$ cat config.mk
export PLATFORM = sky130hd
export DESIGN_NAME = add_pipe
export DESIGN_NICKNAME = d
export VERILOG_FILES = /design/src/rtl/add_pipe.sv
export SDC_FILE = /design/constraint.sdc
export NUM_CORES = 1
export LEC_CHECK = 0
export BUFFER_PORTS_ARGS = -buffer_cell sky130_fd_sc_hd__buf_2
export CAP_MARGIN = 25
export CORE_ASPECT_RATIO = 1.2
export CORE_MARGIN = 10
export CORE_UTILIZATION = 57
export DETAILED_ROUTE_END_ITERATION = 16
export GPL_TIMING_DRIVEN = 0
export PLACE_DENSITY = 0.81
export SETUP_SLACK_MARGIN = 0.2
export SLEW_MARGIN = 0
export SYNTH_ARGS = -nofsm -noshare
export SYNTH_HDL_FRONTEND = slang
export SYNTH_SLANG_ARGS = --single-unit
$ cat constraint.sdc
create_clock -name clk -period 4.4 [get_ports clk]
set_clock_uncertainty 0.05 [all_clocks]
set_input_delay 0.88 -clock clk [delete_from_list [all_inputs] [get_ports clk]]
set_output_delay 0.88 -clock clk [all_outputs]
set_load 0.02 [all_outputs]
$ cat src/rtl/add_pipe.sv
// ---------------------------------------------------------------------------
// add_pipe -- pipelined WIDTH-bit adder/subtractor with valid/ready handshake
//
// The operation is split into STAGES chunk adders of CW = WIDTH/STAGES bits.
// Each chunk adder uses the plain full-adder sum/carry equations. The carry
// between chunks is registered, so one new operand pair can enter per cycle.
// A result appears STAGES cycles after it is accepted.
//
// Parameters
//   WIDTH   operand/sum width in bits (must be a multiple of STAGES)
//   STAGES  pipeline depth = number of chunks
//
// Ports
//   clk        clock, all state on rising edge
//   rst        synchronous active-high reset
//   in_valid   operand pair present
//   in_ready   block can accept operands this cycle (low only on stall)
//   a, b       operands
//   c_in       carry-in (add) / borrow-in (sub)
//   sub        0: a+b+c_in   1: a-b-c_in
//   out_valid  result present
//   out_ready  consumer accepts result
//   sum        result modulo 2^WIDTH
//   c_out      raw carry out of the MSB (sub mode: 1 = no borrow)
//   ovf        two's-complement signed overflow
//
// Datapath layout
//   Each stage carries one WIDTH-bit "accumulator" word. The word enters as A.
//   Every stage adds its low chunk to the low chunk of the remaining B' bits.
//   It then shifts the word right by one chunk and drops the new sum chunk in
//   at the top. After STAGES stages, the word holds the aligned sum. No
//   separate deskew registers are needed, and every stored bit is used.
//   The remaining B' bits shrink by one chunk per stage.
// ---------------------------------------------------------------------------
module add_pipe #(
  parameter int WIDTH  = 16,
  parameter int STAGES = 4
) (
  input  logic             clk,
  input  logic             rst,
  input  logic             in_valid,
  output logic             in_ready,
  input  logic [WIDTH-1:0] a,
  input  logic [WIDTH-1:0] b,
  input  logic             c_in,
  input  logic             sub,
  output logic             out_valid,
  input  logic             out_ready,
  output logic [WIDTH-1:0] sum,
  output logic             c_out,
  output logic             ovf
);

  localparam int CW = WIDTH / STAGES;

  // Effective operands: subtraction is a + ~b + ~borrow.
  logic [WIDTH-1:0] b_eff;
  logic             cin_eff;

  // vld_pipe[0] is the incoming valid. vld_pipe[k] is the registered valid
  // of stage k-1's output register. vld_pipe[STAGES] is out_valid.
  logic [STAGES:1]  vld_q;
  logic [STAGES:0]  vld_pipe;
  logic             stall;
  logic             adv;

  logic [WIDTH-1:0] sum_q;
  logic             c_out_q;
  logic             ovf_q;

  assign b_eff    = sub ? ~b : b;
  assign cin_eff  = sub ? ~c_in : c_in;

  assign vld_pipe  = {vld_q, in_valid};
  assign out_valid = vld_pipe[STAGES];

  // One global enable. A stalled output freezes the whole pipe, so no
  // bubble is inserted and nothing is overwritten. If the output is free,
  // everything advances, even when a new item arrives in the same cycle
  // as an item leaves.
  assign stall    = out_valid & ~out_ready;
  assign adv      = ~stall;
  assign in_ready = adv;

  assign sum   = sum_q;
  assign c_out = c_out_q;
  assign ovf   = ovf_q;

  always_ff @(posedge clk) begin
    if (rst) begin
      vld_q <= '0;
    end else if (adv) begin
      vld_q <= vld_pipe[STAGES-1:0];
    end
  end

  for (genvar s = 0; s < STAGES; s++) begin : g_stg
    // Number of B' bits still pending when this stage is entered.
    localparam int RW = (STAGES - s) * CW;

    logic [WIDTH-1:0] acc_in;
    logic [RW-1:0]    b_in;
    logic             cy_in;
    logic [CW-1:0]    s_chunk;
    logic             co;
    logic [WIDTH-1:0] acc_d;

    if (s == 0) begin : g_src
      assign acc_in = a;
      assign b_in   = b_eff;
      assign cy_in  = cin_eff;
    end else begin : g_src
      assign acc_in = g_stg[s-1].g_mid.acc_q;
      assign b_in   = g_stg[s-1].g_mid.b_q;
      assign cy_in  = g_stg[s-1].g_mid.c_q;
    end

    // Ripple chunk adder built from full-adder cells.
    always_comb begin : p_chunk
      logic c;
      s_chunk = '0;
      c       = cy_in;
      for (int i = 0; i < CW; i++) begin
        s_chunk[i] = acc_in[i] ^ b_in[i] ^ c;
        c          = (acc_in[i] & b_in[i]) | (c & (acc_in[i] ^ b_in[i]));
      end
      co = c;
    end

    // Consume the low chunk and park the new sum chunk at the top.
    if (CW == WIDTH) begin : g_nx
      assign acc_d = s_chunk;
    end else begin : g_nx
      assign acc_d = {s_chunk, acc_in[WIDTH-1:CW]};
    end

    if (s < STAGES - 1) begin : g_mid
      logic [WIDTH-1:0]  acc_q;
      logic [RW-CW-1:0]  b_q;
      logic              c_q;

      // Data registers advance with the pipe. Their contents in an empty
      // slot do not matter.
      always_ff @(posedge clk) begin
        if (rst) begin
          acc_q <= '0;
          b_q   <= '0;
          c_q   <= 1'b0;
        end else if (adv) begin
          acc_q <= acc_d;
          b_q   <= b_in[RW-1:CW];
          c_q   <= co;
        end
      end
    end else begin : g_last
      // Output registers load only for a real item, so a bubble leaves the
      // last result visible. The top chunk holds the operand MSBs:
      // carry-into-MSB = a^b'^sum at that bit, and overflow is that carry
      // XOR carry-out.
      always_ff @(posedge clk) begin
        if (rst) begin
          sum_q   <= '0;
          c_out_q <= 1'b0;
          ovf_q   <= 1'b0;
        end else if (adv && vld_pipe[s]) begin
          sum_q   <= acc_d;
          c_out_q <= co;
          ovf_q   <= acc_in[CW-1] ^ b_in[CW-1] ^ s_chunk[CW-1] ^ co;
        end
      end
    end
  end

endmodule

==> results of run 1 <==
==> cells in the mapped netlist (all sizes together) <==
library cell  number  area (um^2)
xor2               3         26.3
dfxtp             97         1940
inv               27          104
xor3               1         23.8
a311oi             3         26.3
nand3             15         75.1
clkbuf            13         48.8
o21ai             15         75.1
xnor2             14          123
a211oi            21          248
buf               24          161
ha                 1         12.5
nand2            114          428
nor2              21         78.8
a21oi             76          380
fa                16          320
nor2b              1         13.8
==> cell families after synthesis <==
logic type               count (synthesis)  share of synthesized area [%]
AND/OR/NAND/NOR                        151                           14.6
XOR/XNOR                                18                           4.23
buffers and inverters                   64                           7.69
adder cells (fa/ha/maj)                 17                           8.14
AO/OA/AOI/OAI                          115                           17.9
flip-flops                              97                           47.5
==> worst max-delay path, stage by stage <==
cell     delay (ns)
buf_4          0.16
buf_4          0.25
xnor2_1        0.12
fa_1           0.42
fa_1           0.39
fa_1           0.38
inv_1          0.09
fa_1           0.41
nand2_1        0.07
a21oi_1        0.07
==> area by class of cell <==
class / count / share of cell area, %
plain buffers: 37 / 4.48
clock buffers: 10 / 2.93
clock inverters: 6 / 1.89
inverters: 27 / 2.21
multi-input cells: 301 / 39.0
flip-flops and latches: 97 / 41.3
well taps: 87 / 2.32
repair buffers: 55 / 5.86
==> per-stage QoR <==
stage / total power [mW] / utilization, %
2_1_floorplan: 1.10 / -
3_3_place_gp: 1.15 / 64.8
3_5_place_dp: 1.16 / 64.8
4_1_cts: 1.79 / 68.1
5_1_grt: 1.85 / 68.1
6_report: 1.79 / 68.1
==> routing by layer <==
metal / part of all wire [%] / track usage [%] / up-vias
met5: 0 / 0 / -
met4: 1.5 / 6.50 / 0
met3: 6.1 / 3.04 / 13
met2: 52 / 31.7 / 96
met1: 40 / 18.8 / 1535
li1: - / - / 1635
==> where the power goes <==
| group | internal (mW) | leakage, nW | total [mW] | switching (mW) |
|---|---|---|---|---|
| combinational | 0.0826 | 1.02 | 0.183 | 0.100 |
| sequential | 0.931 | 0.797 | 0.962 | 0.0312 |
| clock | 0.336 | 0.109 | 0.643 | 0.306 |
| total | 1.35 | 1.92 | 1.79 | 0.437 |
==> worst min path at each step <==
stage,endpoint,cells after the start,from
finish,g_stg[2].g_mid.acc_q[11],2,g_stg[2].g_mid.acc_q[11]
global route,g_stg[0].g_mid.acc_q[5],2,g_stg[0].g_mid.acc_q[5]
CTS,g_stg[2].g_mid.acc_q[11],2,g_stg[2].g_mid.acc_q[11]
detailed placement,g_stg[1].g_mid.b_q[5],2,g_stg[1].g_mid.b_q[5]
global placement,g_stg[1].g_mid.acc_q[14],2,g_stg[1].g_mid.acc_q[14]
floorplan,g_stg[0].g_mid.acc_q[0],2,g_stg[0].g_mid.acc_q[0]
==> registers in the layout, indices dropped and copies added, names as in the netlist <==
| name | cells |
|---|---|
| vld_q | 4 |
| c_out | 1 |
| g_stg.g_mid.acc_q | 48 |
| ovf | 1 |
| sum | 16 |
| g_stg.g_mid.c_q | 3 |
| g_stg.g_mid.b_q | 24 |
==> impl_metrics.ini, run 1 <==
[global_routing]
overflow = 0
grt_usage_pct = 17.0
grt_pass1_wl_um = 15700
grt_pass1_vias = 3448
antenna_found_initial = 0
grt_max_degree = 17

[min_path]
hold_path.class = flop to flop

[clocking]
path_clk_slew_ns = 0.09
cts_resized = 0
cts_buffer_depth = 2
numCtsBuffers = 9
cts_hold_buf = 0
cts_max_level = 3
cts_tree = built
cts.sinks = 97
postCtsSetupBuffers = 0
insertion_delay_ns = 0.36
clock-root-buffer = clkbuf_8

[floorplanning]
rows = 33
core-area_mm2 = 0.00690
floorplan.initialDensity_pct = 59.3
fp.dieH_um = 113
die_w_um = 97.3
die_area_mm2 = 0.0110
io_pins = 58

[worst_setup_path]
r2r-end = ovf
crit_path_max_fanout = 10
crit_path_end_kind = flop
endpoint = g_stg[0].g_mid.acc_q[15]
startpoint = sub
r2r-start = g_stg[2].g_mid.acc_q[0]
r2r.worst_path.cells = 10
rrSetupSlack_ns = 1.76
required_ns = 4.58
worstPathArrival_ns = 3.25
startpoint_type = input port
path_class = input port to flop

[yosys]
synthesis.instances = 462
synth.distinct_cells = 22
avgSynthCellArea_um2 = 8.85
synthesis.area_mm2 = 0.00409
ys_seq_area_share_pct = 47.5
ys_ff_latch = 97
yosysWarnings = 0
synth_nets = 517

[drt]
wl_um = 9290
ant_nets = 0
dr.pass1.iters = 4
drtIter0Drc = 187
via_per_inst = 5.29
vias = 3279
wl_per_cell_um = 15.0
drc = 0

[power]
p_per_area_mw_per_mm2 = 381
leakage_nw = 1.92
peakVddDrop_uv = 248

[placed_design]
placed_cells = 604
dp_hpwl_um = 7080
gp_congestion = 0.846
placed_area_mm2 = 0.00447
dp_slack_ns = 0.937
io_buffers = 55

[sta]
slew_headroom_pct = 48.1
fin_tns_setup_ns = 0
fin_crit_ns = 3.07
period_share_pct = 69.8
slew_viol_final = 0
setup_viol = 0
layout_setup_ws_ns = 1.33
holdWs_ns = 0.407
final_hold_viol_count = 0
fmax_mhz = 326
rsz0062_at_grt = no
worst_pin_slew_ns = 0.779

[finish]
syn_to_final_growth_pct = 14.9
multi_input_area_mm2 = 0.00183
postLayoutCellArea_mm2 = 0.00470
fillerInstances = 575
layout_commonest_cell = nand2_1
drive_above_1_share_pct = 21.4
antenna_cells = 0
nets = 583
instances_no_fill = 620
mostFrequentLayoutCells = nand2_1, dfxtp_1, a21oi_1
regArea_mm2 = 0.00194

[run]
maxCapViolCount = 0

[outcome]
status = complete, no violations
No activity file was read; power rests on OpenSTA's default activity.
==> run 2, diff against run 1 <==
Settings changed: CORE_UTILIZATION 57 to 51, PLACE_DENSITY 0.81 to 0.77.
Clock period 4.4 ns to 2.7 ns, I/O delays scaled along.
==> run 2 against run 1 <==
- first-iteration DRC count shrank 35%
- global-route usage shrank 1.4 points
- power grew 60%
- critical path type is now flop to flop
- sequential share of layout area shrank 0.20 points
- critical path depth is the same
- register-to-register slack lost 1.5 ns
- die area grew 9.5%
- worst setup slack lost 1.1 ns
- hold slack lost 0.052 ns
- core utilization shrank 7.2 points
==> impl_metrics.ini, run 2 (same netlist as run 1, synthesis figures left out) <==
[outcome]
status = complete, no violations

[sta]
slew_viol_final = 0
fin_crit_ns = 2.47
final_hold_viol_count = 0
layout_setup_ws_ns = 0.233
fin_tns_setup_ns = 0
rsz0062_at_grt = yes
period_share_pct = 91.4
fmax_mhz = 405
slew_headroom_pct = 45.3
worst_pin_slew_ns = 0.821
setup_viol = 0

[clocking]
cts_max_level = 3
cts_buffer_depth = 2
numCtsBuffers = 9
clock-root-buffer = clkbuf_8
cts_tree = built
insertion_delay_ns = 0.37
postCtsSetupBuffers = 0
cts_hold_buf = 0
cts.sinks = 97
path_clk_slew_ns = 0.09

[drt]
wl_per_cell_um = 14.6
drc = 0
ant_nets = 0
vias = 3225
wl_um = 9150
drtIter0Drc = 121
dr.pass1.iters = 4
via_per_inst = 5.16

[global_routing]
grt_pass1_wl_um = 15200
overflow = 0
grt_usage_pct = 15.6
grt_max_degree = 17
grt_pass1_vias = 3301
antenna_found_initial = 0

[floorplanning]
die_w_um = 102
io_pins = 58
fp.dieH_um = 118
die_area_mm2 = 0.0120
rows = 35
core-area_mm2 = 0.00775
floorplan.initialDensity_pct = 52.7

[power]
p_per_area_mw_per_mm2 = 605
leakage_nw = 1.93
peakVddDrop_uv = 283

[finish]
antenna_cells = 0
syn_to_final_growth_pct = 15.5
largest_reg_flops = 48
layout_commonest_cell = nand2_1
postLayoutCellArea_mm2 = 0.00472
drive_above_1_share_pct = 22.5
regMostFlops = g_stg.g_mid.acc_q
fillerInstances = 678
mostFrequentLayoutCells = nand2_1, dfxtp_1, a21oi_1
nets = 583

[worst_setup_path]
path_class = flop to flop
startpoint = g_stg[2].g_mid.c_q
slowest_stage = fa_1
r2r-start = g_stg[2].g_mid.c_q
timing.critical_path.cells = inv_1 -> fa_1 -> inv_1 -> fa_1 -> fa_1 -> inv_1 -> fa_1 -> xor3_1 -> nand3_1 -> a21oi_2
rrSetupSlack_ns = 0.23
crit_path_end_kind = flop
crit_path_max_fanout = 2
worstPathArrival_ns = 2.71
startpoint_type = flop
required_ns = 2.95
endpoint = ovf
r2r-end = ovf
crit_top_cell = fa_1
critPathMaxStageDelay_ns = 0.43
r2r.worst_path.cells = 10

[placed_design]
gp_congestion = 0.875
io_buffers = 55
dp_slack_ns = -0.185
dp_hpwl_um = 7010
placed_area_mm2 = 0.00450

[run]
maxCapViolCount = 0

[min_path]
hp-start = a[8]
hold_path.class = input port to flop
-- run 2: how the worst min path moves through the flow --
stage	end	cells past startpoint	slack, ns
finish	g_stg[0].g_mid.acc_q[4]	3	0.35
CTS	g_stg[0].g_mid.acc_q[4]	3	0.35
global placement	g_stg[1].g_mid.b_q[3]	2	0.39
detailed placement	g_stg[1].g_mid.acc_q[11]	2	0.39
floorplan	g_stg[0].g_mid.acc_q[0]	2	0.38
global route	g_stg[0].g_mid.acc_q[9]	3	0.36
-- run 2: critical path, delay by kind of cell (launching register included) --
family | cells | cell delay (ns)
adders and majority gates | 4 | 1.35
DFF | 1 | 0.33
xor gates and xnor gates | 1 | 0.21
buffers and inverters | 3 | 0.20
AOI/OAI and AO/OA | 1 | 0.14
and+or+nand+nor | 1 | 0.10
-- run 2: report_power, final --
| group | internal [mW] | total (mW) | switching [mW] |
|---|---|---|---|
| Clock | 0.486 | 0.990 | 0.505 |
| Combinational | 0.138 | 0.300 | 0.162 |
| Sequential | 1.52 | 1.57 | 0.0492 |
-- run 2: metrics by stage --
step | power, mW | hold WS (ns) | utilization [%] | cells
floorplan | 1.80 | 0.382 | - | 462
global placement | 1.88 | 0.389 | 58.1 | 609
detailed placement | 1.90 | 0.394 | 58.1 | 609
CTS | 2.86 | 0.352 | 60.8 | 625
global route | 2.96 | 0.364 | 60.9 | 625
finish | 2.86 | 0.355 | 60.9 | 625
-- run 2: area by class of cell --
cell class,instances,area (um^2),share of cell area [%]
plain buffers,37,221,4.69
repair buffers,55,275,5.83
clock buffers,11,151,3.21
clock inverters,5,61.3,1.30
flip-flops and latches,97,1940,41.1
well taps,92,115,2.44
inverters,27,104,2.20
multi-input cells,301,1850,39.2
-- run 2: repair_timing --
action                     CTS  global route
pin swaps                    3             2
hold endpoints to repair     0             0
setup endpoints to repair    2             2
gates resized for setup      0             3
-- run 2: routing by layer --
metal  track usage (%)  vias up  part of all wire, %
li1                  -     1631                    -
met1              18.7     1494                   44
met2              26.4       85                   48
met3              2.76       15                  5.3
met4              6.81        0                  2.3
met5                 0        -                    0
